<file path="src/rtl/pipelined_barrel_shifter.sv">
// Pipelined barrel shifter: one shift level (2^k) is resolved per register stage,
// with a valid/ready handshake and a global stall on output backpressure.
module pipelined_barrel_shifter #(
    parameter  int WIDTH = 16,
    localparam int LOG_W = $clog2(WIDTH)
) (
    input  logic             clk,
    input  logic             n_rst,
    input  logic             in_valid,
    output logic             in_ready,
    input  logic [WIDTH-1:0] num,
    input  logic [LOG_W-1:0] amt,
    input  logic             lr,
    input  logic [1:0]       op,
    output logic             out_valid,
    input  logic             out_ready,
    output logic [WIDTH-1:0] shifted_num,
    output logic             zero
);

    typedef enum logic [1:0] {
        OP_LOGIC  = 2'b00,
        OP_ARITH  = 2'b01,
        OP_ROTATE = 2'b10,
        OP_BYPASS = 2'b11
    } op_t;

    // Everything a beat needs to finish its shift travels alongside the data.
    typedef struct packed {
        logic [WIDTH-1:0] data;
        logic [LOG_W-1:0] amt;
        op_t              kind;
        logic             dir;
        logic             sign;
    } beat_t;

    logic [LOG_W-1:0] vld;
    beat_t            stg [LOG_W];
    beat_t            in_beat;
    logic             advance;

    // Single shift/rotate by a fixed distance; sh is a constant per stage.
    function automatic logic [WIDTH-1:0] shift_by(
        input logic [WIDTH-1:0] d,
        input int               sh,
        input op_t              kind,
        input logic             dir,
        input logic             sgn
    );
        logic [WIDTH-1:0] fill;
        logic [WIDTH-1:0] res;
        fill = (kind == OP_ARITH && sgn) ? ~({WIDTH{1'b1}} >> sh) : '0;
        unique case (kind)
            OP_BYPASS: res = d;
            OP_ROTATE: res = dir ? ((d << sh) | (d >> (WIDTH - sh)))
                                 : ((d >> sh) | (d << (WIDTH - sh)));
            default:   res = dir ? (d << sh) : ((d >> sh) | fill);
        endcase
        return res;
    endfunction

    function automatic beat_t stage_fn(input beat_t b, input int k);
        beat_t r;
        r = b;
        if (b.amt[k]) begin
            r.data = shift_by(b.data, 1 << k, b.kind, b.dir, b.sign);
        end
        return r;
    endfunction

    always_comb begin
        in_beat      = '0;
        in_beat.data = num;
        in_beat.amt  = amt;
        in_beat.kind = op_t'(op);
        in_beat.dir  = lr;
        in_beat.sign = num[WIDTH-1];
    end

    // The whole pipe moves or holds together; bubbles are carried, not squeezed.
    assign advance  = !out_valid || out_ready;
    assign in_ready = advance;

    // NOTE: sequential state uses non-blocking assignments so every stage samples
    // its predecessor's pre-edge value; blocking here would collapse the pipe.
    always_ff @(posedge clk or negedge n_rst) begin
        if (!n_rst) begin
            vld <= '0;
            // NOTE: stage data is reset too, so shifted_num reads 0 (and zero
            // reads 1) straight out of reset instead of stale contents.
            for (int k = 0; k < LOG_W; k++) begin
                stg[k] <= '0;
            end
        end else if (advance) begin
            vld    <= {vld[LOG_W-2:0], in_valid};
            stg[0] <= stage_fn(in_beat, 0);
            for (int k = 1; k < LOG_W; k++) begin
                stg[k] <= stage_fn(stg[k-1], k);
            end
        end
    end

    assign out_valid   = vld[LOG_W-1];
    assign shifted_num = stg[LOG_W-1].data;
    assign zero        = (shifted_num == '0);

endmodule

</file>
<file path="config.mk">
export PLATFORM = sky130hd
export DESIGN_NAME = pipelined_barrel_shifter
export DESIGN_NICKNAME = d
export VERILOG_FILES = /design/src/rtl/pipelined_barrel_shifter.sv
export SDC_FILE = /design/constraint.sdc
export NUM_CORES = 1
export LEC_CHECK = 0
export CORE_MARGIN = 3
export CORE_UTILIZATION = 25
export CTS_CLUSTER_DIAMETER = 150
export DETAILED_ROUTE_END_ITERATION = 16
export PLACE_DENSITY_LB_ADDON = 0.15
export SETUP_SLACK_MARGIN = 0.4
export SYNTH_ARGS = -nofsm -noshare
export SYNTH_HDL_FRONTEND = slang
export SYNTH_SLANG_ARGS = --single-unit
</file>
<file path="constraint.sdc">
create_clock -name clk -period 1.7 [get_ports clk]
set_input_delay 0.255 -clock clk [delete_from_list [all_inputs] [get_ports clk]]
set_output_delay 0.255 -clock clk [all_outputs]
set_load 0.03 [all_outputs]
</file>
==> results of run 1 <==
critical path, cell delays in order (launching register included):
cell	delay [ps]
dfrtp_1	420
nor4_4	300
and4_1	230
buf_6	130
layout make-up:
class,count,share of cell area [%]
Multi-Input combinational cell,426,42.0
Sequential cell,86,28.4
Timing Repair Buffer,119,21.0
Tap cell,260,4.27
Clock buffer,12,3.36
Clock inverter,3,0.902
Inverter,2,0.131
Yosys cell counts (all sizes together):
cell	count	area (um2)
a211oi	1	7.51
dfrtp	86	2150
o211ai	8	60.1
nor3b	1	12.5
nor4	5	46.3
a31oi	19	169
a221oi	7	61.3
and4	1	8.76
a32oi	8	70.1
nand2b	13	88.8
nor2	33	126
nand3	18	90.1
nor2b	2	12.5
a21boi	3	30.0
and2	1	6.26
and2b	1	7.51
buf	46	297
mux2i	34	340
nand3b	8	60.1
nand2	159	617
a21oi	34	170
inv	2	7.50
clkbuf	14	52.6
o21ai	70	350
through the flow:
step	setup TNS (ps)	cell area [um2]	std cells	hold WS, ps
4_1_cts	-40.4	6350	876	420
6_report	0	7630	908	436
5_1_grt	-109	7630	908	423
2_1_floorplan	0	4870	574	-40.6
3_5_place_dp	0	5550	840	338
3_3_place_gp	0	5550	840	331
power by group through the flow:
stage               Combinational (mW)  Sequential [mW]  Clock, mW
floorplan                         3.82             3.69          0
finish                            7.67             4.58       2.18
CTS                               5.46             4.24       2.24
detailed placement                4.72             4.20          0
global placement                  4.64             4.15          0
global route                      8.26             4.73       2.32
layout by cell type, fill, tap and decap left out, drive strengths merged, types with 2 or more instances in the layout:
cell type	synthesis	routed
nand3	18	18
nor2b	2	2
a31oi	19	19
a21oi	34	34
nor2	33	33
bufinv	0	2
nand3b	8	8
dfrtp	86	86
inv	2	2
nand2b	13	13
clkdlybuf4s50	0	25
buf	46	77
nand2	159	159
nor4	5	5
clkbuf	14	28
a221oi	7	7
a21boi	3	3
a32oi	8	8
o211ai	8	8
mux2i	34	34
o21ai	70	70
state kept, by name (all words and copies together), names as in the netlist:
name / count
stg: 66
shifted_num: 16
vld: 4
cell families (layout without fill, tap and decap cells):
kind of cell / Yosys count / after routing / synth area share (%)
AOI/OAI and AO/OA: 150 / 150 / 19.0
DFF: 86 / 86 / 44.4
muxes: 34 / 34 / 7.03
buffers and inverters: 62 / 136 / 7.36
and+or+nand+nor: 242 / 242 / 22.2
how the worst max path moves through the flow:
stage / from / end / slack, ps / cells past startpoint
after floorplan: vld[3] / in_ready / 390 / 4
after global placement: out_ready / stg[39] / 110 / 6
after detailed placement: out_ready / shifted_num[12] / 90 / 6
after CTS: shifted_num[14] / zero / -40 / 3
after global routing: shifted_num[14] / zero / -110 / 3
final: shifted_num[14] / zero / 10 / 3
metal layers:
metal	up-vias	share of wire (%)	GRT usage (%)
li1	2116	-	-
met1	2154	45	17.0
met2	81	50	20.8
met3	18	2.9	2.53
met4	0	1.6	4.84
met5	-	0	0
what timing repair did:
action / 4_1_cts / 5_1_grt
setup buffers: 12 / 13
cloned: 8 / 19
hold buffers: 1 / 0
endpoints found under the setup margin: 52 / 84
pin swaps: 27 / 51
resized for setup: 173 / 167
hold endpoints to repair: 86 / 0
==> impl_results.md, run 1 <==
- Max-cap violations: 0
- Filler cells: about 1.9k
- Hold Crit Depth: 3
- Critical Path AT: about 1400 ps
- Switching power total: around 6.2 mW
- CTS tree: done
- Nets: around 670
- Clock Latency Late Sink: approximately 350 ps
- Die Height: 145 um
- Sink Count: 86
- Final Routed Wirelength: between 15 and 20 mm
- Global-route wire length before repair: 22.2 mm
- Multi-input logic area: between 0.003 and 0.004 mm2
- Min cycle time layout: between 1500 and 2000 ps
- Antenna Nets Post-Route: 0
- Max Clock Freq: slightly below 600 MHz
- Critical-path maximum fanout: 3
- Starting Density: about 26%
- Share of power burned in registers: around a third
- Cell count of the worst reg-to-reg path: 5
- Avg Inst Size Synth: roughly 8.4 um2
- Core Region: around 0.019 mm2
- Maximum VDD drop: 0.570 mV
- Req. time, crit path: between 1000 and 1500 ps
- Vias: between 4k and 5k
- Seq/Total Area, Yosys: between 40% and 50%
- All-Layer GR Usage: roughly 13%
- Grt ovf: 0
- FF-to-FF End: shifted_num[14]
- Ports: 46
- Avg Vias per Cell: 4.81
- RSZ-0062 raised after global routing: yes
- Final setup fails: 0
- Worst R2R Setup Slack: about 270 ps
- Slew Limit Fails: 0
- Placer Congestion: slightly above 0.8
- Die area: ~0.021 mm2
- Clock transition at the registers of the reported paths: around 70 ps
- Cell count after synthesis: between 500 and 600
- Port-buffer cells: between 40 and 50
- Per-cell routed wire length: between 15 and 20 um
- CP Class: reg -> out
- Post-synth cell types: 36
- Worst setup SP type: register
- Pin count of the biggest net entering global routing: between 80 and 90
- Reg2Reg Launch Point: stg[27]
- Final Total Pwr: between 10 and 15 mW
- Tightest Hold Check Type: in -> reg
- Initial antenna violation count: 0
- Max clock buf depth: 2
- Layout overhead on the synthesized area: 57.5%
- Hpwl dp: around 8.8 mm
- Num CTS Buffers: 9
- Final core utilization: approximately two fifths
- Final period util: between 90 and 100%
- # diodes: 0
- Pint: a little over 8 mW
- Clock root buffer: clkbuf_16
- Remaining DRCs: 0
- # rows: 50
- Synthesized flop and latch total: 86
- Htree depth: 3
- Layout cell share with drive strength beyond 1: between 40 and 50%
- Vias in the first global route: 4138
- Seq. cell area: roughly 0.0022 mm2
- DRT iter0 DRCs: 260
- Net Sw Frac: 43.3%
- Pre-Repair DR Iteration Count: 4
- Worst Slack Setup Final: between 10 and 15 ps
- Final Skew: approximately 11 ps
- Hold_sp: amt[2]
- Clock Power Share: approximately 15%
- Comb power frac: between 50 and 60%
- Leakage: between 3 and 4 nW
- Relative slew margins: 66.5%
- Worst hold endpoint: stg[78]
- Die W: approximately 150 um
- Synth warn: 0
- Critical path endpoint category: primary output
- Pwr Density: approximately 1900 mW/mm2
- Synth Cell Area: 0.00484 mm2
- Pre-CTS setup slack: 90.7 ps
- Slew at the pin closest to its max-slew limit: 502 ps
- Mapped Nets: 601
- Outcome: completed
- Final hold viol count: 0
(Power assumes the default switching activity.)
==> run 2, diff against run 1 <==
CAP_MARGIN = 10   (was default)
==> results of run 2 <==
No change in the layout: final DEF, timing and power equal those of run 1.
==> run 3, diff against run 2 <==
CORE_MARGIN = 5   (was 3)
PLACE_DENSITY = 0.38   (was default)
PLACE_DENSITY_LB_ADDON = default   (was 0.15)
TNS_END_PERCENT = 50   (was default)
==> run 3 against run 2 <==
Against the previous run: total power shrank 11%; sequential share of layout area grew 3.1 points; register-to-register slack gained 90 ps; clock power shrank 9.2%; utilization shrank 4.7 points.
==> impl_results.md, run 3 (synthesized netlist as in run 1, its figures left out) <==
- Die area: 0.0223 mm2 (was 0.0211 mm2)
- Tightest Hold Check Type: in -> async (was in -> reg)
- Relative slew margins: 73.4% (was 66.5%)
- Ports: 46 (unchanged)
- Switching power total: 5.58 mW (was 6.24 mW)
- Pint: 7.31 mW (was 8.19 mW)
- Leakage: 2.84 nW (was 3.19 nW)
- Comb power frac: 50.3% (was 53.1%)
- Num CTS Buffers: 9 (unchanged)
- Port-buffer cells: 45 (unchanged)
- Req. time, crit path: 1440 ps (about the same)
- Grt ovf: 0 (unchanged)
- Final period util: 99.4% (was 99.2%)
- Vias: 4208 (was 4369)
- Commonest non-fill, non-tap cell in the layout: nand2_1 (unchanged)
- Nets: 653 (was 671)
- Hpwl dp: 9.41 mm (was 8.85 mm)
- Remaining DRCs: 0 (unchanged)
- Share of power burned in registers: 34.4% (was 31.7%)
- Starting Density: 25.1% (was 25.6%)
- Initial antenna violation count: 0 (unchanged)
- Die Height: 149 um (was 145 um)
- Max clock buf depth: 2 (unchanged)
- Final hold viol count: 0 (unchanged)
- Pin count of the biggest net entering global routing: 42 (was 87)
- Min cycle time layout: 1690 ps (about the same)
- Most frequent cells in the layout: nand2_1 (138), dfrtp_1 (78), nor2_1 (32) (was nand2_1 (91), dfrtp_1 (78), nand2_2 (45))
- Core Region: 0.0193 mm2 (was 0.0189 mm2)
- Htree depth: 3 (unchanged)
- Avg Vias per Cell: 4.70 (was 4.81)
- Final Routed Wirelength: 14.3 mm (was 15.4 mm)
- # rows: 51 (was 50)
- Slew Limit Fails: 0 (unchanged)
- Slew at the pin closest to its max-slew limit: 399 ps (was 502 ps)
- Final setup fails: 0 (unchanged)
- Critical path endpoint category: primary output (unchanged)
- Top reg by flops: stg (unchanged)
- Clock root buffer: clkbuf_16 (unchanged)
- Net Sw Frac: 43.3% (about the same)
- Worst setup SP type: register (unchanged)
- RSZ-0062 raised after global routing: yes (unchanged)
- Maximum VDD drop: 0.510 mV (was 0.570 mV)
- Vias in the first global route: 3954 (was 4138)
- Per-cell routed wire length: 15.9 um (was 17.0 um)
- Final Hold Slack: 376 ps (was 436 ps)
- Final Total Pwr: 12.9 mW (was 14.4 mW)
- Final core utilization: 35.7% (was 40.4%)
- Clock Latency Late Sink: 350 ps (about the same)
- Global-route wire length before repair: 21.3 mm (was 22.2 mm)
- Final Skew: 10.5 ps (was 11.0 ps)
- All-Layer GR Usage: 12.0% (was 12.8%)
- Antenna Nets Post-Route: 0 (unchanged)
- Layout cell share with drive strength beyond 1: 30.2% (was 40.7%)
- DRT iter0 DRCs: 194 (was 260)
- Max-cap violations: 0 (unchanged)
- Layout overhead on the synthesized area: 42.0% (was 57.5%)
- Max FFs per register: 66 (unchanged)
- Placer Congestion: 0.744 (was 0.825)
- Outcome: completed (unchanged)
- CP Class: reg -> out (unchanged)
- Critical-path maximum fanout: 3 (unchanged)
- Clock transition at the registers of the reported paths: 60 ps (was 70 ps)
- Die W: 149 um (was 145 um)
- Pre-Repair DR Iteration Count: 4 (unchanged)
- Pwr Density: 1870 mW/mm2 (was 1890 mW/mm2)
- Sink Count: 86 (unchanged)
- # diodes: 0 (unchanged)
- Clock Power Share: 15.4% (was 15.1%)
- Max Clock Freq: 592 MHz (was 593 MHz)
- Critical Path AT: 1440 ps (was 1430 ps)
- CTS tree: done (unchanged)
[run 3: final timing paths]
path	cells past startpoint	endpoint	slack, ps	from
setup / recovery	3	zero	10	shifted_num[2]
setup reg to reg	4	shifted_num[14]	360	stg[27]
hold reg to reg	2	vld[1]	470	vld[1]
hold / removal	2	vld[0]	380	n_rst
min in group clk	3	stg[78]	440	amt[2]
max in group asynchronous	3	stg[74]	700	n_rst
[run 3: critical path, stage by stage (launching register included)]
cell and delay [ps]:
dfrtp_1 400, nor4_2 310, and4_1 240, buf_6 130
[run 3: layout make-up]
class / instances / area (um2)
Fill cell: 1993 / 12400
Multi-Input combinational cell: 426 / 2880
Sequential cell: 86 / 2160
Timing Repair Buffer: 101 / 1200
Tap cell: 265 / 332
Clock buffer: 11 / 243
Clock inverter: 4 / 47.5
Inverter: 2 / 16.3
[run 3: power by group through the flow]
stage	logic, mW	clock network (mW)	registers [mW]
after floorplan	3.82	0	3.69
after CTS	4.91	2.04	4.23
after detailed placement	4.73	0	4.20
after global placement	4.67	0	4.16
final	6.48	1.98	4.43
after global routing	7.09	2.13	4.57
[run 3: what timing repair did]
action / CTS / global route
buffers inserted: 6 / 16
gates cloned: 1 / 10
hold buffers: 1 / 0
pin swaps: 20 / 42
resized for setup: 106 / 151
setup endpoints to repair: 47 / 66
hold endpoints to repair: 26 / 0
[run 3: per-layer routing]
| metal | track usage, % | routed length, um | vias to the layer above |
|---|---|---|---|
| met3 | 2.58 | 583 | 24 |
| met2 | 20.1 | 7270 | 105 |
| met1 | 15.3 | 6090 | 1994 |
| met4 | 4.53 | 317 | 0 |
| li1 | - | - | 2085 |
| met5 | 0 | 0 | - |
[run 3: per-stage QoR]
step                      setup WS, ps  TNS [ps]  instance area (um2)  cells
after floorplan                    385         0                 4870    574
after global placement            71.4         0                 5560    846
after detailed placement          59.0         0                 5560    846
after CTS                        -58.8     -58.8                 6000    869
after global routing             -86.5     -86.5                 6880    895
final                             9.99         0                 6880    895
